<file path="src/rtl/alu_subsystem_md_pkg.sv">
// alu_subsystem_md_pkg
//   Shared encodings for the ALU datapath stage:
//   - alu_op_e   : ALU_Op operation select
//   - srcb_e     : ALU_SrcB operand select
//   - md_state_e : state of the iterative multiply/divide unit
//   - MD_OP_*    : Md_Op encodings
package alu_subsystem_md_pkg;

  typedef enum logic [2:0] {
    ALU_AND = 3'b000,
    ALU_OR  = 3'b001,
    ALU_ADD = 3'b010,
    ALU_SUB = 3'b011,
    ALU_XOR = 3'b100,
    ALU_NOR = 3'b101,
    ALU_SLL = 3'b110,
    ALU_SLT = 3'b111
  } alu_op_e;

  typedef enum logic [1:0] {
    SRCB_B     = 2'b00,
    SRCB_PCINC = 2'b01,
    SRCB_SEL1  = 2'b10,
    SRCB_IMM   = 2'b11
  } srcb_e;

  typedef enum logic [1:0] {
    MD_IDLE = 2'b00,
    MD_MUL  = 2'b01,
    MD_DIV  = 2'b10
  } md_state_e;

  localparam logic MD_OP_MUL = 1'b0;
  localparam logic MD_OP_DIV = 1'b1;

endpackage

</file>
<file path="src/rtl/alu_subsystem_md_md_unit.sv">
// alu_subsystem_md_md_unit
//   Iterative unsigned multiply / divide unit, one bit per clock.
//   Ports:
//     clk_i, rst_i     clock, asynchronous active-high reset
//     start_i, op_i    start request, 0 = multiply, 1 = divide
//     a_i, b_i         operands, captured on the accepting edge
//     hi_o, lo_o       mul: product high/low; div: remainder/quotient
//     done_o           one-cycle pulse, Hi/Lo were just written
//     div0_o           last accepted divide had a zero divisor
//     state_o          current FSM state (busy == state_o != MD_IDLE)
//
//   Handshake: start_i is a request that is taken on any rising edge where
//   the unit is in MD_IDLE (including the cycle done_o is high); while the
//   unit is not idle, start_i is ignored and no back-pressure is given.
//   done_o is raised for exactly one cycle on the edge that writes Hi/Lo and
//   is never high while the unit is busy.
module alu_subsystem_md_md_unit
  import alu_subsystem_md_pkg::*;
#(
  parameter int WIDTH = 16
) (
  input  logic             clk_i,
  input  logic             rst_i,
  input  logic             start_i,
  input  logic             op_i,
  input  logic [WIDTH-1:0] a_i,
  input  logic [WIDTH-1:0] b_i,
  output logic [WIDTH-1:0] hi_o,
  output logic [WIDTH-1:0] lo_o,
  output logic             done_o,
  output logic             div0_o,
  output md_state_e        state_o
);

  localparam int CW = $clog2(WIDTH + 1);

  md_state_e        state_q;
  logic [CW-1:0]    cnt_q;
  logic [WIDTH-1:0] acc_q;   // partial product high half / partial remainder
  logic [WIDTH-1:0] mq_q;    // multiplier bits / dividend bits -> quotient
  logic [WIDTH-1:0] b_q;     // latched multiplicand / divisor
  logic [WIDTH-1:0] hi_q;
  logic [WIDTH-1:0] lo_q;
  logic             done_q;
  logic             div0_q;

  logic [WIDTH:0]   mul_sum;
  logic [WIDTH:0]   div_shift;
  logic [WIDTH:0]   div_diff;
  logic [WIDTH-1:0] acc_d;
  logic [WIDTH-1:0] mq_d;

  // One iteration of the current operation.
  always_comb begin
    mul_sum   = {1'b0, acc_q} + {1'b0, (mq_q[0] ? b_q : {WIDTH{1'b0}})};
    div_shift = {acc_q, mq_q[WIDTH-1]};
    div_diff  = div_shift - {1'b0, b_q};
    acc_d     = acc_q;
    mq_d      = mq_q;
    if (state_q == MD_MUL) begin
      // {carry, acc, mq} shifted right by one; the used multiplier bit falls out.
      {acc_d, mq_d} = {mul_sum, mq_q[WIDTH-1:1]};
    end else if (state_q == MD_DIV) begin
      // Partial remainder is always below the divisor, so a trial subtract
      // that does not borrow fits in WIDTH bits.
      if (!div_diff[WIDTH]) begin
        acc_d = div_diff[WIDTH-1:0];
        mq_d  = {mq_q[WIDTH-2:0], 1'b1};
      end else begin
        acc_d = div_shift[WIDTH-1:0];
        mq_d  = {mq_q[WIDTH-2:0], 1'b0};
      end
    end
  end

  always_ff @(posedge clk_i or posedge rst_i) begin
    if (rst_i) begin
      state_q <= MD_IDLE;
      cnt_q   <= '0;
      acc_q   <= '0;
      mq_q    <= '0;
      b_q     <= '0;
      hi_q    <= '0;
      lo_q    <= '0;
      done_q  <= 1'b0;
      div0_q  <= 1'b0;
    end else begin
      done_q <= 1'b0;
      case (state_q)
        MD_IDLE: begin
          if (start_i) begin
            div0_q <= 1'b0;
            if (op_i == MD_OP_DIV && b_i == '0) begin
              // Divide by zero resolves on the accepting edge, never busy.
              lo_q   <= '1;
              hi_q   <= a_i;
              div0_q <= 1'b1;
              done_q <= 1'b1;
            end else begin
              acc_q   <= '0;
              mq_q    <= a_i;
              b_q     <= b_i;
              cnt_q   <= CW'(WIDTH);
              state_q <= (op_i == MD_OP_DIV) ? MD_DIV : MD_MUL;
            end
          end
        end
        MD_MUL, MD_DIV: begin
          acc_q <= acc_d;
          mq_q  <= mq_d;
          cnt_q <= cnt_q - 1'b1;
          if (cnt_q == CW'(1)) begin
            // acc holds product-high / remainder, mq holds product-low / quotient.
            hi_q    <= acc_d;
            lo_q    <= mq_d;
            done_q  <= 1'b1;
            state_q <= MD_IDLE;
          end
        end
        default: state_q <= MD_IDLE;
      endcase
    end
  end

  assign hi_o    = hi_q;
  assign lo_o    = lo_q;
  assign done_o  = done_q;
  assign div0_o  = div0_q;
  assign state_o = state_q;

endmodule

</file>
<file path="src/rtl/alu_subsystem_md.sv">
// alu_subsystem_md
//   ALU datapath stage: operand muxes, combinational ALU with compare and
//   status flags, registered ALU_Out, and an iterative multiply/divide unit.
//   Ports:
//     Clock, Reset            clock, asynchronous active-high reset
//     A, B, PC_In             register operands and program counter
//     SE, ZE, SEL1            immediate variants from the extenders
//     ALU_SrcA                1 = A, 0 = PC_In
//     ALU_SrcB                00 = B, 01 = PC_INC, 10 = SEL1, 11 = SE/ZE
//     ZE_SE                   1 = SE, 0 = ZE (for ALU_SrcB = 11)
//     ALU_Op                  operation select (alu_op_e)
//     Md_Start, Md_Op         multiply/divide request, 0 = mul, 1 = div
//     ALU_Result, ALU_Out     combinational result and its registered copy
//     EQ, GR, LT              signed compare of SrcA against SrcB
//     Zero, Ovfl              result is zero; signed ADD/SUB overflow
//     Md_Busy, Md_Done        unit running; one-cycle completion pulse
//     Md_Div0                 last divide had a zero divisor
//     Hi, Lo                  multiply/divide result registers
module alu_subsystem_md
  import alu_subsystem_md_pkg::*;
#(
  parameter int WIDTH  = 16,
  parameter int PC_INC = 2
) (
  input  logic             Clock,
  input  logic             Reset,
  input  logic [WIDTH-1:0] A,
  input  logic [WIDTH-1:0] B,
  input  logic [WIDTH-1:0] PC_In,
  input  logic [WIDTH-1:0] SE,
  input  logic [WIDTH-1:0] ZE,
  input  logic [WIDTH-1:0] SEL1,
  input  logic             ALU_SrcA,
  input  logic [1:0]       ALU_SrcB,
  input  logic             ZE_SE,
  input  logic [2:0]       ALU_Op,
  input  logic             Md_Start,
  input  logic             Md_Op,
  output logic [WIDTH-1:0] ALU_Result,
  output logic [WIDTH-1:0] ALU_Out,
  output logic             EQ,
  output logic             GR,
  output logic             LT,
  output logic             Zero,
  output logic             Ovfl,
  output logic             Md_Busy,
  output logic             Md_Done,
  output logic             Md_Div0,
  output logic [WIDTH-1:0] Hi,
  output logic [WIDTH-1:0] Lo
);

  localparam int               SHW      = $clog2(WIDTH);
  localparam int               MSB      = WIDTH - 1;
  localparam logic [WIDTH-1:0] PC_INC_W = WIDTH'(PC_INC);

  logic [WIDTH-1:0] src_a;
  logic [WIDTH-1:0] src_b;
  logic [WIDTH-1:0] sum;
  logic [WIDTH-1:0] diff;
  logic             slt;
  logic [WIDTH-1:0] result;
  logic             ovfl;
  logic [WIDTH-1:0] alu_out_q;
  md_state_e        md_state;

  // Operand selection.
  always_comb begin
    src_a = ALU_SrcA ? A : PC_In;
    src_b = B;
    case (ALU_SrcB)
      SRCB_B:     src_b = B;
      SRCB_PCINC: src_b = PC_INC_W;
      SRCB_SEL1:  src_b = SEL1;
      SRCB_IMM:   src_b = ZE_SE ? SE : ZE;
      default:    src_b = B;
    endcase
  end

  assign sum  = src_a + src_b;
  assign diff = src_a - src_b;
  assign slt  = $signed(src_a) < $signed(src_b);

  // ALU core; carries out of the top bit are discarded.
  always_comb begin
    result = '0;
    ovfl   = 1'b0;
    case (ALU_Op)
      ALU_AND: result = src_a & src_b;
      ALU_OR:  result = src_a | src_b;
      ALU_ADD: begin
        result = sum;
        // Like-signed operands producing a differently-signed result.
        ovfl   = (src_a[MSB] == src_b[MSB]) && (sum[MSB] != src_a[MSB]);
      end
      ALU_SUB: begin
        result = diff;
        // Unlike-signed operands where the result sign differs from SrcA.
        ovfl   = (src_a[MSB] != src_b[MSB]) && (diff[MSB] != src_a[MSB]);
      end
      ALU_XOR: result = src_a ^ src_b;
      ALU_NOR: result = ~(src_a | src_b);
      ALU_SLL: result = src_a << src_b[SHW-1:0];
      ALU_SLT: result = {{(WIDTH-1){1'b0}}, slt};
      default: result = '0;
    endcase
  end

  assign ALU_Result = result;
  assign Ovfl       = ovfl;
  assign Zero       = (result == '0);
  assign EQ         = (src_a == src_b);
  assign LT         = slt;
  assign GR         = !slt && (src_a != src_b);

  always_ff @(posedge Clock or posedge Reset) begin
    if (Reset) begin
      alu_out_q <= '0;
    end else begin
      alu_out_q <= result;
    end
  end

  assign ALU_Out = alu_out_q;

  alu_subsystem_md_md_unit #(
    .WIDTH (WIDTH)
  ) u_md_unit (
    .clk_i   (Clock),
    .rst_i   (Reset),
    .start_i (Md_Start),
    .op_i    (Md_Op),
    .a_i     (A),
    .b_i     (B),
    .hi_o    (Hi),
    .lo_o    (Lo),
    .done_o  (Md_Done),
    .div0_o  (Md_Div0),
    .state_o (md_state)
  );

  // The state register is the single source of truth for busy.
  assign Md_Busy = (md_state != MD_IDLE);

endmodule
</file>
<file path="config.mk">
export PLATFORM = sky130hd
export DESIGN_NAME = alu_subsystem_md
export DESIGN_NICKNAME = d
export VERILOG_FILES = /design/src/rtl/alu_subsystem_md_pkg.sv /design/src/rtl/alu_subsystem_md_md_unit.sv /design/src/rtl/alu_subsystem_md.sv
export SDC_FILE = /design/constraint.sdc
export NUM_CORES = 1
export LEC_CHECK = 0
export CAP_MARGIN = 0
export CORE_UTILIZATION = 50
export CTS_CLUSTER_DIAMETER = 150
export DETAILED_ROUTE_END_ITERATION = 16
export PLACE_DENSITY = 0.79
export SYNTH_ARGS = -nofsm -noshare
export SYNTH_HDL_FRONTEND = slang
export SYNTH_SLANG_ARGS = --single-unit
export TNS_END_PERCENT = 5
</file>
<file path="constraint.sdc">
create_clock -name Clock -period 9.65 [get_ports Clock]
set_clock_uncertainty 0.05 [all_clocks]
set_input_delay 2.895 -clock Clock [delete_from_list [all_inputs] [get_ports Clock]]
set_output_delay 2.895 -clock Clock [all_outputs]
set_load 0.05 [all_outputs]
</file>
==> results.cfg <==
[final_layout]
synthToLayoutAreaGrowth_pct = 41.3
fillerInstances = 1631
nets = 1850
final_cell_mix = buf_4 (229), clkdlybuf4s50_1 (152), nand2_1 (133), dfrtp_1 (105), o21ai_0 (103)
drive_gt1_frac = 0.214
antenna_cells = 0
fin_util = 0.727
final_common_cell = buf_4

[min_path]
hold_path.startpoint = u_md_unit.hi_o[12]$_DFFE_PP0P_
hp-class = reg -> reg
whs_path_depth = 1
min_to = u_md_unit.hi_o[12]$_DFFE_PP0P_

[clock_network]
clk_pin_slew_ps = 80
worstSkewPairLatency_ps = 370
clock_sinks = 105
htreeDepth = 3
cts-buffers-inserted = 9
clockBufferDepth = 2
cts_tree = yes
root_buffer = clkbuf_16

[run]
drv_cap = 0

[power]
combPwrFrac = 0.693
power_switching_share = 0.514
netSwitchingPower_uw = 1900
peakVddDrop_uv = 229
clock_power_share = 0.103
leakagePower_uw = 0.00671
p_per_area_nw_per_um2 = 249
power.internal_uw = 1790
pwr-share-seq = 0.204

[critical_path]
r2r_slack_ps = 5400
crit_path_frequent_cell = buf_4
r2r-start = u_md_unit.mq_q[0]$_DFFE_PP0P_
crit_chain = clkdlybuf4s50_1, mux2i_1, buf_4, buf_4, inv_1, ha_4, fa_2, a21oi_4, o221ai_2, a2111o_1, nand4_1, a31oi_1, a21oi_1, xor2_1, nor2_1, o32a_4, a2111oi_4, buf_12
start_kind = input port
crit_required_ps = 6710
cp.arrival_ps = 6770
r2r-end = u_md_unit.hi_o[11]$_DFFE_PP0P_
worstPathMaxFanout = 4
critPathTopFamily = compound AO/OA/AOI/OAI gates
crit_path_end_kind = output pin
worst-path-buf-inv = 5
cpMaxStageDelayCell = clkdlybuf4s50_1
r2r_cells = 14
cp_slowest_stage_delay_ps = 440
critPathKind = in -> out

[route]
viasPerCell = 6.18
drt-total-wl_um = 43200
drc_errors = 0
dr.pass1.iters = 6
drtAntennaViolNets = 0
drtIter0Drc = 1047
vias = 11900
wl_per_cell_um = 22.4

[yosys]
syn_nets = 1509
async_flop_share = 1.00
synth_area_um2 = 10500
synth_edf_count = 0
yosysSeqAreaShare = 0.250
ys_ff_latch = 105
synth_flop_cell = dfrtp_1
netlist_instances = 1313
ys_warn_count = 0
syn_area_per_cell_um2 = 8.00
yosysUniqueCellTypes = 83

[floorplan]
io_pins = 179
die_h_um = 147
core_um2 = 20400
die_w_um = 147
start_util = 0.514
rows = 52
die_area_um2 = 21600

[timing]
relSlewSlack = 0.204
fmax_mhz = 103
fin_crit_ps = 9720
rsz0062_at_grt = true
holdWs_ps = 454
setup_viol = 2
slew_violations = 0
worst_pin_slew_ps = 1180
finalHoldViolations = 0
fin_crit_sh = 1.01
finalWorstSetupSlack_ps = -66.0

[placement]
dp_slack_ps = -496
port_buffers = 178
dp_hpwl_um = 35400
place.gp.congestion = 1.02

[global_routing]
grt_pass1_vias = 11500
grt_max_degree = 72
grt_overflow_total = 0
groute.usage.overall = 0.403
grt_pass1_wl_um = 65800
grt_antenna_before_repair = 0

[status]
status = finished with violations
violations = negative setup slack
==> kinds of logic (layout without fill, tap and decap cells) <==
group                    Yosys count  in the layout  share of synthesized area
adder cells (fa/ha/maj)           89             89                      0.109
XOR/XNOR                          48             48                     0.0400
AND/OR/NAND/NOR                  373            373                      0.167
AO/OA/AOI/OAI                    410            410                      0.259
multiplexers                     114            114                      0.111
flip-flops                       105            105                      0.250
buffers and inverters            174            520                     0.0638
==> metal layers <==
layer	GRT usage	wire length, um	vias up
met2	0.620	19100	642
met1	0.545	17900	5733
met4	0.162	1720	0
met5	0	0	-
met3	0.0932	4450	98
li1	-	-	5442
==> sequential cells by signal, summed over array words and instances, names as in the netlist <==
name and cells:
u_md_unit.acc_q 16, ALU_Out 16, u_md_unit.b_q 16, u_md_unit.hi_o 16, u_md_unit.div0_o 1, u_md_unit.lo_o 16, u_md_unit.mq_q 16, u_md_unit.cnt_q 5
u_md_unit.done_o 1, u_md_unit.state_o 2
==> worst max-delay path by stage <==
stage | startpoint | end | slack [ps] | cells past startpoint
floorplan | ZE_SE | Zero | -100 | 17
global placement | ZE_SE | Zero | -420 | 17
detailed placement | ZE_SE | Zero | -500 | 17
CTS | A[0] | Zero | -20 | 18
global route | SE[0] | Zero | -220 | 19
finish | A[0] | Zero | -70 | 18
==> power groups by stage <==
stage               clock network (uW)  logic [uW]  registers, uW
finish                             382        2560            753
global route                       397        2740            771
CTS                                381        2510            746
detailed placement                   0        2470            754
global placement                     0        2420            748
floorplan                            0        1440            938
==> metrics by stage <==
step | power [uW] | setup TNS (ps) | std cells | cell area, um2
3_5_place_dp | 3230 | -1470 | 1907 | 14300
5_1_grt | 3910 | -415 | 1929 | 14800
2_1_floorplan | 2380 | -122 | 1313 | 10700
6_report | 3700 | -87.0 | 1929 | 14800
4_1_cts | 3640 | -20.6 | 1929 | 14800
3_3_place_gp | 3170 | -1120 | 1907 | 14300
==> layout make-up <==
type / count / area, um2 / share of cell area
clock buffer: 9 / 225 / 0.0152
inverter: 98 / 370 / 0.0249
multi-input combinational: 1034 / 7560 / 0.509
tap: 270 / 338 / 0.0228
timing repair buffer: 406 / 3640 / 0.245
sequential: 105 / 2630 / 0.177
clock inverter: 7 / 82.6 / 0.00556
==> what timing repair did <==
action                                  in CTS  in global routing
hold buffers                                 0                  0
endpoints found under the setup margin       6                  5
setup buffers                                8                  0
resized for setup                           41                  7
pin swaps                                   15                  2
==> Yosys cell counts (5+ instances only) <==
| library cell | n | share of area |
|---|---|---|
| a2111oi_0 | 5 | 0.0042 |
| a211oi_1 | 10 | 0.0071 |
| a21o_1 | 13 | 0.0093 |
| a21oi_1 | 85 | 0.040 |
| a22oi_1 | 6 | 0.0043 |
| a31oi_1 | 17 | 0.010 |
| a41oi_1 | 5 | 0.0042 |
| and2_1 | 20 | 0.012 |
| and3_1 | 6 | 0.0036 |
| buf_1 | 11 | 0.0039 |
| buf_2 | 5 | 0.0024 |
| clkbuf_1 | 58 | 0.021 |
| dfrtp_1 | 105 | 0.25 |
| ha_1 | 85 | 0.10 |
| inv_1 | 91 | 0.033 |
| mux2_2 | 10 | 0.011 |
| mux2i_1 | 101 | 0.096 |
| nand2_1 | 134 | 0.048 |
| nand2b_1 | 11 | 0.0065 |
| nand3_1 | 21 | 0.010 |
| nand3b_1 | 5 | 0.0036 |
| nand4_1 | 8 | 0.0048 |
| nor2_1 | 89 | 0.032 |
| nor2b_1 | 20 | 0.012 |
| nor3_1 | 21 | 0.010 |
| nor4_1 | 9 | 0.0054 |
| o211ai_1 | 18 | 0.013 |
| o21a_1 | 13 | 0.0093 |
| o21ai_0 | 104 | 0.050 |
| o21ai_1 | 5 | 0.0024 |
| o21bai_1 | 5 | 0.0036 |
| o221ai_1 | 9 | 0.0075 |
| o22a_1 | 13 | 0.011 |
| o22ai_1 | 30 | 0.018 |
| o31ai_1 | 8 | 0.0057 |
| o32a_1 | 5 | 0.0048 |
| or2_2 | 7 | 0.0042 |
| or3_1 | 11 | 0.0065 |
| or4_1 | 5 | 0.0036 |
| xnor2_1 | 32 | 0.027 |
| xor2_1 | 16 | 0.013 |
No activity file was read; power rests on OpenSTA's default activity.
